==> src/rtl/mc_control_fsm_if.sv <==
// Control bus between the multicycle MIPS main controller and its datapath.
// The controller drives the strobes (master); the datapath returns opcode,
// zero flag and memory handshake (slave).
interface mc_control_fsm_if #(
   parameter int unsigned CNT_W = 32
);
   logic [5:0]       opcode;
   logic             zero;
   logic             mem_ready;
   logic             pc_en;
   logic             iord;
   logic             mem_read;
   logic             mem_write;
   logic             ir_write;
   logic             mem_to_reg;
   logic             reg_dst;
   logic             reg_write;
   logic             alu_src_a;
   logic [1:0]       alu_src_b;
   logic [1:0]       alu_op;
   logic [1:0]       pc_source;
   logic             illegal_op;
   logic [CNT_W-1:0] retired;

   modport master (
      input  opcode, zero, mem_ready,
      output pc_en, iord, mem_read, mem_write, ir_write, mem_to_reg, reg_dst,
             reg_write, alu_src_a, alu_src_b, alu_op, pc_source, illegal_op, retired
   );

   modport slave (
      output opcode, zero, mem_ready,
      input  pc_en, iord, mem_read, mem_write, ir_write, mem_to_reg, reg_dst,
             reg_write, alu_src_a, alu_src_b, alu_op, pc_source, illegal_op, retired
   );
endinterface

==> src/rtl/mc_control_fsm.sv <==
// Multicycle MIPS main controller: walks the shared-memory datapath through
// fetch/decode/execute/memory/writeback, stalls on mem_ready in memory states
// and counts retired instructions.
module mc_control_fsm #(
   parameter int unsigned CNT_W = 32
) (
   input  logic               clk,
   input  logic               rst_n,
   mc_control_fsm_if.master   bus
);

   localparam logic [5:0] OpR    = 6'b000000;
   localparam logic [5:0] OpLw   = 6'b100011;
   localparam logic [5:0] OpSw   = 6'b101011;
   localparam logic [5:0] OpBeq  = 6'b000100;
   localparam logic [5:0] OpJ    = 6'b000010;
   localparam logic [5:0] OpAddi = 6'b001000;

   typedef enum logic [3:0] {
      StIdle,
      StFetch,
      StDecode,
      StMemAddr,
      StMemRd,
      StMemWr,
      StMemWb,
      StREx,
      StRWb,
      StAddiEx,
      StAddiWb,
      StBranch,
      StJump
   } state_e;

   state_e           state_q, state_d;
   logic [CNT_W-1:0] retired_q, retired_d;

   logic       retire;
   logic       pc_write;
   logic       pc_write_cond;
   logic       iord;
   logic       mem_read;
   logic       mem_write;
   logic       ir_write;
   logic       mem_to_reg;
   logic       reg_dst;
   logic       reg_write;
   logic       alu_src_a;
   logic [1:0] alu_src_b;
   logic [1:0] alu_op;
   logic [1:0] pc_source;
   logic       illegal_op;

   // State and retired-counter registers; reset forces IDLE so all strobes drop at once.
   always_ff @(posedge clk or negedge rst_n) begin
      if (!rst_n) begin
         state_q   <= StIdle;
         retired_q <= '0;
      end else begin
         state_q   <= state_d;
         retired_q <= retired_d;
      end
   end

   // Next-state, per-state control strobes and retire pulse.
   always_comb begin
      state_d       = state_q;
      retire        = 1'b0;
      pc_write      = 1'b0;
      pc_write_cond = 1'b0;
      iord          = 1'b0;
      mem_read      = 1'b0;
      mem_write     = 1'b0;
      ir_write      = 1'b0;
      mem_to_reg    = 1'b0;
      reg_dst       = 1'b0;
      reg_write     = 1'b0;
      alu_src_a     = 1'b0;
      alu_src_b     = 2'b00;
      alu_op        = 2'b00;
      pc_source     = 2'b00;
      illegal_op    = 1'b0;

      case (state_q)
         StIdle: begin
            state_d = StFetch;
         end
         StFetch: begin
            mem_read  = 1'b1;
            alu_src_b = 2'b01;
            // IR and PC only load on the cycle the fetch actually returns data.
            if (bus.mem_ready) begin
               ir_write = 1'b1;
               pc_write = 1'b1;
               state_d  = StDecode;
            end
         end
         StDecode: begin
            alu_src_b = 2'b11;
            case (bus.opcode)
               OpR:        state_d = StREx;
               OpLw, OpSw: state_d = StMemAddr;
               OpBeq:      state_d = StBranch;
               OpJ:        state_d = StJump;
               OpAddi:     state_d = StAddiEx;
               default: begin
                  illegal_op = 1'b1;
                  state_d    = StFetch;
               end
            endcase
         end
         StMemAddr: begin
            alu_src_a = 1'b1;
            alu_src_b = 2'b10;
            state_d   = (bus.opcode == OpSw) ? StMemWr : StMemRd;
         end
         StMemRd: begin
            mem_read = 1'b1;
            iord     = 1'b1;
            if (bus.mem_ready) begin
               state_d = StMemWb;
            end
         end
         StMemWr: begin
            mem_write = 1'b1;
            iord      = 1'b1;
            if (bus.mem_ready) begin
               state_d = StFetch;
               retire  = 1'b1;
            end
         end
         StMemWb: begin
            reg_write  = 1'b1;
            mem_to_reg = 1'b1;
            state_d    = StFetch;
            retire     = 1'b1;
         end
         StREx: begin
            alu_src_a = 1'b1;
            alu_op    = 2'b10;
            state_d   = StRWb;
         end
         StRWb: begin
            reg_write = 1'b1;
            reg_dst   = 1'b1;
            state_d   = StFetch;
            retire    = 1'b1;
         end
         StAddiEx: begin
            alu_src_a = 1'b1;
            alu_src_b = 2'b10;
            state_d   = StAddiWb;
         end
         StAddiWb: begin
            reg_write = 1'b1;
            state_d   = StFetch;
            retire    = 1'b1;
         end
         StBranch: begin
            alu_src_a     = 1'b1;
            alu_op        = 2'b01;
            pc_source     = 2'b01;
            pc_write_cond = 1'b1;
            state_d       = StFetch;
            retire        = 1'b1;
         end
         StJump: begin
            pc_source = 2'b10;
            pc_write  = 1'b1;
            state_d   = StFetch;
            retire    = 1'b1;
         end
         default: begin
            state_d = StFetch;
         end
      endcase

      retired_d = retired_q + {{(CNT_W-1){1'b0}}, retire};
   end

   assign bus.pc_en      = pc_write | (pc_write_cond & bus.zero);
   assign bus.iord       = iord;
   assign bus.mem_read   = mem_read;
   assign bus.mem_write  = mem_write;
   assign bus.ir_write   = ir_write;
   assign bus.mem_to_reg = mem_to_reg;
   assign bus.reg_dst    = reg_dst;
   assign bus.reg_write  = reg_write;
   assign bus.alu_src_a  = alu_src_a;
   assign bus.alu_src_b  = alu_src_b;
   assign bus.alu_op     = alu_op;
   assign bus.pc_source  = pc_source;
   assign bus.illegal_op = illegal_op;
   assign bus.retired    = retired_q;

endmodule

==> src/flat_wrapper.sv <==
// flat-port wrapper written by rule: the top's interface ports become plain ports
module mc_control_fsm_flat 
#(
   parameter int unsigned CNT_W = 32
)
  (clk, rst_n, bus_opcode, bus_zero, bus_mem_ready, bus_pc_en, bus_iord, bus_mem_read, bus_mem_write, bus_ir_write, bus_mem_to_reg, bus_reg_dst, bus_reg_write, bus_alu_src_a, bus_alu_src_b, bus_alu_op, bus_pc_source, bus_illegal_op, bus_retired);
  mc_control_fsm_if #(.CNT_W(CNT_W)) bus_i ();
  input  logic clk;
  input  logic rst_n;
  input wire logic [$bits(bus_i.opcode)-1:0] bus_opcode;
  input wire logic [$bits(bus_i.zero)-1:0] bus_zero;
  input wire logic [$bits(bus_i.mem_ready)-1:0] bus_mem_ready;
  output wire logic [$bits(bus_i.pc_en)-1:0] bus_pc_en;
  output wire logic [$bits(bus_i.iord)-1:0] bus_iord;
  output wire logic [$bits(bus_i.mem_read)-1:0] bus_mem_read;
  output wire logic [$bits(bus_i.mem_write)-1:0] bus_mem_write;
  output wire logic [$bits(bus_i.ir_write)-1:0] bus_ir_write;
  output wire logic [$bits(bus_i.mem_to_reg)-1:0] bus_mem_to_reg;
  output wire logic [$bits(bus_i.reg_dst)-1:0] bus_reg_dst;
  output wire logic [$bits(bus_i.reg_write)-1:0] bus_reg_write;
  output wire logic [$bits(bus_i.alu_src_a)-1:0] bus_alu_src_a;
  output wire logic [$bits(bus_i.alu_src_b)-1:0] bus_alu_src_b;
  output wire logic [$bits(bus_i.alu_op)-1:0] bus_alu_op;
  output wire logic [$bits(bus_i.pc_source)-1:0] bus_pc_source;
  output wire logic [$bits(bus_i.illegal_op)-1:0] bus_illegal_op;
  output wire logic [$bits(bus_i.retired)-1:0] bus_retired;
  assign bus_i.opcode = bus_opcode;
  assign bus_i.zero = bus_zero;
  assign bus_i.mem_ready = bus_mem_ready;
  assign bus_pc_en = bus_i.pc_en;
  assign bus_iord = bus_i.iord;
  assign bus_mem_read = bus_i.mem_read;
  assign bus_mem_write = bus_i.mem_write;
  assign bus_ir_write = bus_i.ir_write;
  assign bus_mem_to_reg = bus_i.mem_to_reg;
  assign bus_reg_dst = bus_i.reg_dst;
  assign bus_reg_write = bus_i.reg_write;
  assign bus_alu_src_a = bus_i.alu_src_a;
  assign bus_alu_src_b = bus_i.alu_src_b;
  assign bus_alu_op = bus_i.alu_op;
  assign bus_pc_source = bus_i.pc_source;
  assign bus_illegal_op = bus_i.illegal_op;
  assign bus_retired = bus_i.retired;
  mc_control_fsm #(.CNT_W(CNT_W)) u_core (.clk(clk), .rst_n(rst_n), .bus(bus_i));
endmodule
==> config.mk <==
export PLATFORM = sky130hd
export DESIGN_NAME = mc_control_fsm_flat
export DESIGN_NICKNAME = d
export VERILOG_FILES = /design/src/rtl/mc_control_fsm_if.sv /design/src/rtl/mc_control_fsm.sv /design/src/flat_wrapper.sv
export SDC_FILE = /design/constraint.sdc
export NUM_CORES = 1
export LEC_CHECK = 0
export BUFFER_PORTS_ARGS = -buffer_cell sky130_fd_sc_hd__buf_2
export CAP_MARGIN = 20
export CORE_MARGIN = 10
export CORE_UTILIZATION = 25
export DETAILED_ROUTE_END_ITERATION = 16
export SYNTH_ARGS = -nofsm -noshare
export SYNTH_HDL_FRONTEND = slang
export SYNTH_SLANG_ARGS = --single-unit
==> constraint.sdc <==
create_clock -name clk -period 5.7 [get_ports clk]
set_clock_uncertainty 0.1 [all_clocks]
set_input_delay 0.57 -clock clk [delete_from_list [all_inputs] [get_ports clk]]
set_output_delay 0.57 -clock clk [all_outputs]
set_load 0.1 [all_outputs]
==> results.ini <==
[status]
status=complete, no violations

[sta]
fmax_ghz=0.349
tns_ps=0
tightest_slew_ps=794
period_share=0.503
rsz0062_at_grt=no
setup_viol=0
hold_ws_ps=262
maxSlewViolCount=0
hold_viol_final=0
timing.final.ws_setup_ps=2830
period_needed_ps=2870
maxSlewHeadroom=0.471

[place]
dp_hpwl_um=3820
gp_congestion=0.795
dp_cells=348
post_dp_cell_area_mm2=0.00231
io_buffers=57
pre_cts_ws_ps=2860

[synth]
syn_nets=208
synth_flop_cell=dfrtp_1
synth_area_mm2=0.00193
syn_inst=196
synthDistinctLibCells=37
synthArstFlopShare=1.00
ys_ff_latch=36
synth-edff-count=0
ys_seq_area_frac=0.466
yosysWarnings=0
synth.avg_cell_area_um2=9.87

[floorplanning]
io_pins=58
coreArea_mm2=0.00761
num_rows=32
die_h_um=108
die_area_mm2=0.0117
start_util=0.254
die_x_um=108

[clocking]
hold_buffers=0
cts-root-buf=clkbuf_8
ctsResizeCount=0
cts_made_buffers=5
clock_sinks=36
clk_latency_ps=280
cts_tree=done
cts.path.max_buffers=2
clk_pin_slew_ps=70
htreeDepth=2
cts_setup_buffers=0

[drt]
drt_iter0_drc=42
num_vias=1684
drc_errors=0
wl_per_cell_um=13.9
drtAntennaViolNets=0
firstDrtPassIters=4
via_per_inst=4.73
drt-total-wl_um=4960

[layout]
final_cells=356
final_area_mm2=0.00241
diodes=0
final_util=0.317
area_growth_syn_to_layout_pct=24.5
final_layout_size_suffix_gt1_frac=0.272
layout.nets=265

[pwr]
power.total_mw=1.11
p_per_area_mw_per_mm2=461
p_leak_nw=1.17
ir_drop_mv=0.485

[global_routing]
first_global_vias=1668
grt.overflow.total=0
grtUsageTotal=0.0867
grt_max_degree=37
antenna_found_initial=0
grt_pass1_wl_um=8290

[worst_setup_path]
r2r_cells=9
cp.arrival_ps=2940
crit_buf_inv=0
worstPathMaxFanout=17
max_stage_delay_ps=630
crit_required_ps=5770
setup.worst_path.class=flip-flop to flip-flop
cp_cell_sequence=nand3b_1, nor2b_1, o221ai_1, ha_1, ha_1, nand4_1, nor3_2, nand4_1, xnor2_1
setup.worst_path.end_class=flip-flop
critPathLaunchType=flip-flop
cp.depth=9
crit_family=simple AND/OR/NAND/NOR gates
crit_slowest_cell=dfrtp_1

[flow_run]
maxCapViolations=0

[worst_hold_path]
hold_class=primary input to asynchronous set/reset pin

==> final cells by class <==
class / instances / area [um2]
tap: 102 / 128
timing repair buffer: 57 / 285
clock buffer: 7 / 86.3
multi-input combinational: 151 / 993
inverter: 2 / 7.51
sequential: 36 / 901
fill: 828 / 5200
clock inverter: 1 / 7.51
==> synthesized netlist by cell type (4+ instances only) <==
| cell | number | area (um2) |
|---|---|---|
| xnor2_1 | 25 | 219 |
| nand3_1 | 18 | 90.1 |
| o21ai_0 | 5 | 25.0 |
| and3_1 | 4 | 25.0 |
| clkbuf_1 | 4 | 15.0 |
| nand2b_1 | 4 | 25.0 |
| nand4_1 | 12 | 75.1 |
| nor2b_1 | 4 | 25.0 |
| nor3_1 | 5 | 25.0 |
| nand2_1 | 8 | 30.0 |
| dfrtp_1 | 36 | 901 |
| nor2_1 | 22 | 82.6 |
| a21oi_1 | 7 | 35.0 |
| xor2_1 | 7 | 61.3 |
==> worst register-to-register path: cells and delay by family (launching register included) <==
family	cells	cell delay, ps
and+or+nand+nor	5	1240
adders and majority gates	2	440
AOI/OAI and AO/OA	1	180
xor gates and xnor gates	1	160
DFF	1	630
==> placed cells by master (no fill, tap or decap), types with 2 or more instances in the layout <==
cell      count
and3_1        4
nor2_1       22
nand3b_1      2
buf_2        57
nand3_1      18
and4_1        2
nand2_1       8
o21ai_0       5
a21o_1        2
ha_1          2
xnor2_1      25
nor3b_1       2
nor2b_1       4
nor3_1        5
a31oi_1       2
and2_1        2
nor4_1        2
clkbuf_8      6
dfrtp_1      36
nand4_1      12
nor4_2        2
a21oi_1       7
inv_1         2
xor2_1        7
a211oi_1      2
nand2b_1      4
==> flip-flops by register name, indices dropped and copies added, names as in the netlist <==
name,cells
u_core.state_q,4
u_core.bus.retired,32
==> metal layers <==
| metal | vias to the layer above | part of all wire | routed length [um] | global-route usage |
|---|---|---|---|---|
| met5 | - | 0 | 0 | 0 |
| met4 | 0 | 0.0089 | 44 | 0.0258 |
| met3 | 6 | 0.098 | 487 | 0.0339 |
| met2 | 57 | 0.46 | 2280 | 0.136 |
| met1 | 806 | 0.43 | 2140 | 0.108 |
| li1 | 815 | - | - | - |
==> cells by family after synthesis <==
group | after synthesis | share of synthesized area
AO/OA/AOI/OAI | 23 | 0.0744
buffers and inverters | 9 | 0.0207
XOR/XNOR | 32 | 0.145
flip-flops | 36 | 0.466
multiplexers | 1 | 0.00517
adder cells (fa/ha/maj) | 2 | 0.0129
AND/OR/NAND/NOR | 93 | 0.276
==> final timing paths <==
path / to / slack, ps / from
max in group asynchronous: u_core.bus.retired[16] / 4720 / rst_n
hold reg to reg: u_core.bus.retired[31] / 360 / u_core.bus.retired[31]
hold / removal: u_core.bus.retired[21] / 260 / rst_n
setup / recovery: u_core.bus.retired[26] / 2830 / u_core.state_q[1]
setup reg to reg: u_core.bus.retired[26] / 2830 / u_core.state_q[1]
min in group clk: u_core.bus.retired[31] / 360 / u_core.bus.retired[31]
==> where the power goes <==
| group | switching [mW] | internal, mW |
|---|---|---|
| clock network | 0.0895 | 0.0982 |
| logic | 0.482 | 0.0974 |
| registers | 0.0614 | 0.283 |
| total | 0.633 | 0.478 |
(Power assumes the default switching activity.)
